<file path="src/rtl/data_unpack_pkg.sv">
// Shared constants and helpers for the bit-stream unpacker.
package data_unpack_pkg;

    localparam int DEF_IN_W        = 32;
    localparam int DEF_OUT_W       = 7;
    localparam bit DEF_MSB_FIRST   = 1'b0;
    localparam bit DEF_PAD_PARTIAL = 1'b1;

    // Width needed to count 0..acc_w valid bits.
    function automatic int lvl_w(input int acc_w);
        return $clog2(acc_w + 1);
    endfunction

endpackage

</file>
<file path="src/rtl/unpack_shift_acc.sv">
// Accumulator register: inserts a word at the current fill offset and
// shifts one packet out per pop. Bits outside the valid region stay zero,
// so insertion is a plain OR and a partial packet reads its missing bits as 0.
module unpack_shift_acc
    import data_unpack_pkg::*;
#(
    parameter int  IN_W      = DEF_IN_W,
    parameter int  OUT_W     = DEF_OUT_W,
    parameter bit  MSB_FIRST = DEF_MSB_FIRST,
    localparam int ACC_W     = IN_W + OUT_W - 1,
    localparam int LVL_W     = lvl_w(ACC_W)
) (
    input  logic             clk,
    input  logic             rst,
    input  logic             clr,
    input  logic             push,
    input  logic             pop,
    input  logic [IN_W-1:0]  push_data,
    input  logic [LVL_W-1:0] level,
    output logic [OUT_W-1:0] pkt
);

    logic [ACC_W-1:0] acc_r;
    logic [ACC_W-1:0] ins_s;
    logic [ACC_W-1:0] shifted_s;

    // Word placed at the fill offset, and accumulator contents after one pop.
    always_comb begin
        ins_s     = {ACC_W{1'b0}};
        shifted_s = acc_r;
        if (MSB_FIRST) begin
            ins_s     = (ACC_W'(push_data) << (ACC_W - IN_W)) >> level;
            shifted_s = acc_r << OUT_W;
        end else begin
            ins_s     = ACC_W'(push_data) << level;
            shifted_s = acc_r >> OUT_W;
        end
    end

    // Packet presented at the output end of the accumulator.
    always_comb begin
        if (MSB_FIRST) begin
            pkt = acc_r[ACC_W-1 -: OUT_W];
        end else begin
            pkt = acc_r[OUT_W-1:0];
        end
    end

    // Accumulator state: clear on reset or discard, else push or pop.
    always_ff @(posedge clk) begin
        if (rst) begin
            acc_r <= {ACC_W{1'b0}};
        end else if (clr) begin
            acc_r <= {ACC_W{1'b0}};
        end else if (push) begin
            acc_r <= acc_r | ins_s;
        end else if (pop) begin
            acc_r <= shifted_s;
        end else begin
            acc_r <= acc_r;
        end
    end

endmodule

</file>
<file path="src/rtl/data_unpack_stream.sv">
// Bit-stream unpacker: IN_W-bit words in, OUT_W-bit packets out, residue
// carried between words, final partial packet padded or dropped.
module data_unpack_stream
    import data_unpack_pkg::*;
#(
    parameter int  IN_W        = DEF_IN_W,
    parameter int  OUT_W       = DEF_OUT_W,
    parameter bit  MSB_FIRST   = DEF_MSB_FIRST,
    parameter bit  PAD_PARTIAL = DEF_PAD_PARTIAL,
    localparam int ACC_W       = IN_W + OUT_W - 1,
    localparam int LVL_W       = lvl_w(ACC_W)
) (
    input  logic             clk,
    input  logic             rst,
    input  logic [IN_W-1:0]  in_data,
    input  logic             in_valid,
    input  logic             in_last,
    output logic             in_ready,
    output logic [OUT_W-1:0] out_data,
    output logic             out_valid,
    output logic             out_last,
    input  logic             out_ready,
    output logic [LVL_W-1:0] level,
    output logic             drop_pulse
);

    localparam logic [LVL_W-1:0] IN_W_L      = LVL_W'(IN_W);
    localparam logic [LVL_W-1:0] OUT_W_L     = LVL_W'(OUT_W);
    localparam logic [LVL_W:0]   TWO_OUT_W_L = (LVL_W + 1)'(2 * OUT_W);

    generate
        if (OUT_W > IN_W || OUT_W < 1) begin : g_bad_width
            $error("data_unpack_stream: OUT_W must be in 1..IN_W");
        end
    endgenerate

    logic [LVL_W-1:0] level_r;
    logic [LVL_W-1:0] level_n_s;
    logic             pending_last_r;
    logic             pending_last_n_s;
    logic             full_s;
    logic             partial_s;
    logic             in_fire_s;
    logic             out_fire_s;
    logic             clr_s;

    // Handshake and status outputs, derived only from registered state.
    always_comb begin
        full_s     = (level_r >= OUT_W_L);
        partial_s  = pending_last_r && (level_r != {LVL_W{1'b0}}) && (level_r < OUT_W_L);
        in_ready   = !pending_last_r && (level_r < OUT_W_L);
        out_valid  = full_s || (PAD_PARTIAL && partial_s);
        drop_pulse = !PAD_PARTIAL && partial_s;
        if (PAD_PARTIAL) begin
            out_last = out_valid && pending_last_r && (level_r <= OUT_W_L);
        end else begin
            out_last = out_valid && pending_last_r && ({1'b0, level_r} < TWO_OUT_W_L);
        end
        in_fire_s  = in_valid && in_ready;
        out_fire_s = out_valid && out_ready;
        level      = level_r;
    end

    // Next fill level and end-of-stream flag; push and pop are exclusive.
    always_comb begin
        level_n_s        = level_r;
        pending_last_n_s = pending_last_r;
        clr_s            = 1'b0;
        if (in_fire_s) begin
            level_n_s        = level_r + IN_W_L;
            pending_last_n_s = in_last;
        end else if (out_fire_s) begin
            if (full_s) begin
                level_n_s = level_r - OUT_W_L;
            end else begin
                level_n_s = {LVL_W{1'b0}};
            end
            if (level_n_s == {LVL_W{1'b0}}) begin
                pending_last_n_s = 1'b0;
            end else begin
                pending_last_n_s = pending_last_r;
            end
        end else if (drop_pulse) begin
            level_n_s        = {LVL_W{1'b0}};
            pending_last_n_s = 1'b0;
            clr_s            = 1'b1;
        end else begin
            level_n_s        = level_r;
            pending_last_n_s = pending_last_r;
        end
    end

    // Control state registers.
    always_ff @(posedge clk) begin
        if (rst) begin
            level_r        <= {LVL_W{1'b0}};
            pending_last_r <= 1'b0;
        end else begin
            level_r        <= level_n_s;
            pending_last_r <= pending_last_n_s;
        end
    end

    unpack_shift_acc #(
        .IN_W      (IN_W),
        .OUT_W     (OUT_W),
        .MSB_FIRST (MSB_FIRST)
    ) u_acc (
        .clk       (clk),
        .rst       (rst),
        .clr       (clr_s),
        .push      (in_fire_s),
        .pop       (out_fire_s),
        .push_data (in_data),
        .level     (level_r),
        .pkt       (out_data)
    );

endmodule

</file>
<file path="config.mk">
export PLATFORM = sky130hd
export DESIGN_NAME = data_unpack_stream
export DESIGN_NICKNAME = d
export VERILOG_FILES = /design/src/rtl/data_unpack_pkg.sv /design/src/rtl/unpack_shift_acc.sv /design/src/rtl/data_unpack_stream.sv
export SDC_FILE = /design/constraint.sdc
export NUM_CORES = 1
export LEC_CHECK = 0
export CORE_MARGIN = 10
export CORE_UTILIZATION = 25
export DETAILED_ROUTE_END_ITERATION = 10
export GPL_TIMING_DRIVEN = 0
export SYNTH_ARGS = -nofsm -noshare
export SYNTH_HDL_FRONTEND = slang
export SYNTH_SLANG_ARGS = --single-unit
</file>
<file path="constraint.sdc">
create_clock -name clk -period 2.5 [get_ports clk]
set_clock_uncertainty 0.1 [all_clocks]
set_input_delay 0.375 -clock clk [delete_from_list [all_inputs] [get_ports clk]]
set_output_delay 0.375 -clock clk [all_outputs]
set_load 0.1 [all_outputs]
</file>
==> out/results.tsv, run 1 <==
metric	value	unit
chipWidth	147	µm
yosys.area.top_type_share	0.222	
synth.largest_area_cell	dfxtp_1	
yosysSeqAreaShare	0.222	
endpoint	level[0]	
postSynthAreaPerCell	8.85	µm²
p_per_area	640	mW/mm²
grt_pass1_vias	4136	
nets	562	
postSynthCellCount	459	
n_antenna_cell	0	
power.leakage	1.81	nW
viasPerCell	5.54	
antenna_left	0	
ys_top_cells_by_area	dfxtp_1, mux2i_1, mux4_2	
async_reset_ff_frac	0	
fmax	0.407	GHz
pin_count	54	
post-route-min-period	2450	ps
grt_overflow	0	
ir_worst_vdd	0.000293	V
rows	46	
hold_path.class	flip-flop to flip-flop	
drive_above_1_share	0.242	
hold_violations	0	
clockBufferDepth	2	
antenna_found_initial	0	
dr_total_vias	4096	
yosys_register_bits	45	
dpl_cell_area	0.00494	mm²
r2r_end	u_acc.acc_r[30]	
cp.arrival	1980	ps
wirelength	15.8	mm
synthFlopType	dfxtp_1	
grt_max_degree	17	
met1_length	7.04	mm
rsz0062_at_grt	true	
syn_area	0.00406	mm²
clk_latency	290	ps
r2r_start	level[3]	
wl_per_cell	21.4	µm
place_hpwl	12.5	mm
fp.dieH	147	µm
dr.max_layer_used	met4	
grt_usage	0.141	
postCtsHoldBufs	0	
post-route-period-util	0.982	
grt_pass1_wl	24.8	mm
cp_slowest_cell	clkdlybuf4s50_1	
final_common_cell	mux2i_1	
ff2ff_path_depth	7	
areaGrowthSynthToFinish	27.7	%
cp_cell_sequence	buf_4 -> clkdlybuf4s50_1	
drt-pass1-iter-count	5	
ys_warn_count	0	
cpPeakStageDelay	1140	ps
cts_buffers	5	
gp_congestion	0.999	
finalCoreUtilization	0.326	
slew_viol_final	0	
final_area	0.00518	mm²
dr_wl_met3	1.00	mm
cts_max_level	2	
cp_max_fo	3	
start_util	0.256	
critPathRequiredTime	2030	ps
cap_violations	0	
slew_headroom	0.339	
fp.dieArea	0.0217	mm²
cp-start-kind	flip-flop	
numPortBuffers	51	
drc	0	
wl_met2	7.31	mm
setup_viol	0	
cp-end-kind	primary output	
path_class	flip-flop to primary output	
rrSetupSlack	70	ps
cts.clk_slew.worst_paths	70	ps
status	finished, final reports clean	
cts_tree	built	
core	0.0159	mm²
worst_pin_slew	988	ps
ys_types	54	
synth_edf_count	0	
cts_sinks	45	
startpoint	level[0]	
drt_iter0_drc	425	
syn_nets	498	
final_cell_mix	mux2i_1, nand2_1, clkdlybuf4s50_1	
clock-root-buffer	clkbuf_16	
[per-layer routing]
metal | up-vias | global-route usage
met5 | - | 0
met4 | 0 | 0.0500
met3 | 26 | 0.0137
met2 | 217 | 0.229
met1 | 1997 | 0.188
li1 | 1856 | -
[cells in the mapped netlist (all sizes together) (2+ instances only)]
cell and instances:
nor3 4, mux4 24, a211oi 5, mux2 28
ha 2, nand4 3, a21oi 29, inv 7
o221ai 5, mux2i 55, a2111oi 2, nor3b 4
nand3 7, o311ai 2, buf 35, a221oi 2
o22ai 12, a2bb2oi 2, a22oi 8, a31oi 7
and2 4, clkbuf 16, o21ai 31, a311oi 2
dfxtp 45, nand2 52, nor2b 4, nor2 30
and3 2, and3b 2, or3 5, o211ai 7
a32oi 2, or4 2
[metrics by stage]
step	hold slack (ps)	setup TNS (ps)	worst slack [ps]	cells	power, mW
global placement	340	-1890	-603	726	2.59
CTS	356	0	6.91	738	3.30
global route	385	-0.218	-0.218	740	3.47
detailed placement	355	-2160	-622	726	2.60
finish	352	0	45.5	740	3.32
floorplan	331	-14690	-484	459	2.13
[power breakdown]
part	internal (mW)	switching, mW	total [mW]
clock network	0.375	0.290	0.665
logic	0.662	1.06	1.72
registers	0.842	0.0913	0.934
[state kept, by name (all words and copies together) (netlist names)]
signal          flops
level               6
pending_last_r      1
u_acc.acc_r        38
[critical path, delay by kind of cell, from the launching register on]
family,cells,cell delay [ps]
flip-flops,1,400
buffers and inverters,2,1290
[what timing repair did]
item / 4_1_cts / 5_1_grt
pin swaps: 1 / 2
setup buffers: 4 / 3
setup endpoints to repair: 14 / 39
resized for setup: 31 / 6
[cell families after synthesis]
kind of cell / count (synthesis) / synth area share
mux: 107 / 0.346
compound gates: 124 / 0.200
buf+inv: 58 / 0.0847
fa+ha+maj: 2 / 0.00616
xor+xnor: 1 / 0.00216
simple gates: 121 / 0.138
flops: 45 / 0.222
other cells: 1 / 0.000923
[layout make-up]
class                   instances  area, µm²
fillers                      1691      10700
multi-input cells             356       2890
flip-flops and latches         45        912
repair buffers                 58        574
plain buffers                  50        357
well taps                     216        270
clock buffers                   5        125
inverters                       7       32.5
clock inverters                 3       25.0
[worst min-delay path by stage]
stage	slack, ps	to	cells past startpoint	from
after global routing	380	u_acc.acc_r[2]	2	u_acc.acc_r[9]
after global placement	340	u_acc.acc_r[37]	2	u_acc.acc_r[37]
final	350	u_acc.acc_r[3]	2	u_acc.acc_r[10]
after detailed placement	350	u_acc.acc_r[3]	2	u_acc.acc_r[10]
after floorplan	330	u_acc.acc_r[1]	2	u_acc.acc_r[8]
after CTS	360	u_acc.acc_r[3]	2	u_acc.acc_r[10]
No activity file was read; power rests on OpenSTA's default activity.
==> run 2: changes to the inputs <==
Settings changed: GPL_TIMING_DRIVEN 0 to not set.
==> run 2 against run 1 <==
  * Via count fell by 7.0%
  * Sequential cell count unchanged
  * Critical endpoint is now out_valid
  * Core utilization shrank 0.57 points
==> out/results.tsv, run 2 (synthesis gave the netlist of run 1 again) <==
metric	value	unit
drive_above_1_share	0.248	
grt_overflow	0	
cap_violations	0	
ir_worst_vdd	0.000224	V
start_util	0.256	
cp-end-kind	primary output	
status	finished, final reports clean	
clk_latency	290	ps
worst_hold_path.num_cells	2	
nets	538	
cp-start-kind	flip-flop	
fmax	0.420	GHz
clock-root-buffer	clkbuf_16	
cts.clk_slew.worst_paths	60	ps
fillCellCount	1718	
slew_viol_final	0	
drt-pass1-iter-count	6	
largest_reg_flops	38	
clockBufferDepth	2	
cts_buffers	5	
critPathRequiredTime	2030	ps
viasPerCell	5.32	
setup_viol	0	
fp.dieArea	0.0217	mm²
cp.arrival	1910	ps
slew_headroom	0.631	
top_register	u_acc.acc_r	
hold_path.class	flip-flop to flip-flop	
gp_congestion	0.874	
total_power	3.32	mW
core	0.0159	mm²
hold_violations	0	
post-route-min-period	2380	ps
cts_tree	built	
grt_pass1_wl	20.7	mm
final_cell_mix	mux2i_1, nand2_1, dfxtp_1	
fp.dieH	147	µm
p_per_area	651	mW/mm²
dr_total_vias	3811	
postCtsHoldBufs	0	
n_antenna_cell	0	
finalCoreUtilization	0.321	
wirelength	13.1	mm
final_common_cell	mux2i_1	
cts_sinks	45	
rsz0062_at_grt	false	
path_class	flip-flop to primary output	
post-route-period-util	0.953	
areaGrowthSynthToFinish	25.4	%
grt_usage	0.115	
worst_pin_slew	554	ps
drt_iter0_drc	298	
cts_max_level	2	
grt_pass1_vias	3757	
place_hpwl	9.79	mm
power.leakage	1.77	nW
post_cts_buffers	0	
wl_per_cell	18.2	µm
drc	0	
chipWidth	147	µm
cts_resized	0	
numPortBuffers	52	
rows	46	
antenna_left	0	
ff2ff_path_depth	6	
cp_max_fo	59	
antenna_found_initial	0	
pin_count	54	
grt_max_degree	60	
[run 2: layer usage]
layer  share of wire  GRT usage  vias to the layer above
met4           0.022     0.0471                        0
met3           0.066     0.0177                       19
li1                -          -                     1817
met2            0.46      0.174                      147
met1            0.45      0.160                     1828
met5               0          0                        -
[run 2: final cells by class]
cell class / count / area, µm² / area share
repair buffers: 83 / 833 / 0.164
well taps: 216 / 270 / 0.0530
flip-flops and latches: 45 / 912 / 0.179
multi-input cells: 357 / 2880 / 0.565
clock buffers: 5 / 125 / 0.0246
clock inverters: 3 / 46.3 / 0.00909
inverters: 7 / 28.8 / 0.00565
[run 2: worst max-delay path, cell delays in order (launching register included)]
cell and delay, ps:
dfxtp_4 370, buf_16 270, inv_1 150, ha_4 180, nor3b_4 160, o21ai_4 260, buf_12 210
[run 2: per-stage QoR]
| stage | hold WS, ps | TNS, ps | setup WS, ps | cell area, µm² | instances |
|---|---|---|---|---|---|
| 2_1_floorplan | 331 | -14690 | -484 | 4160 | 459 |
| 3_3_place_gp | 342 | 0 | 55.2 | 4900 | 707 |
| 3_5_place_dp | 352 | 0 | 54.0 | 4900 | 707 |
| 4_1_cts | 361 | 0 | 60.1 | 5070 | 715 |
| 5_1_grt | 395 | 0 | 11.6 | 5090 | 716 |
| 6_report | 357 | 0 | 118 | 5090 | 716 |
[run 2: final timing paths]
path	startpoint	end	slack [ps]
max	level[1]	out_valid	120
min	u_acc.acc_r[32]	u_acc.acc_r[32]	360
max reg2reg	level[2]	u_acc.acc_r[37]	120
min reg2reg	u_acc.acc_r[32]	u_acc.acc_r[32]	360
[run 2: power breakdown]
part | switching (mW) | internal [mW] | leakage (nW)
Sequential | 0.101 | 0.842 | 0.372
Clock | 0.300 | 0.473 | 0.0800
Combinational | 0.973 | 0.629 | 1.32
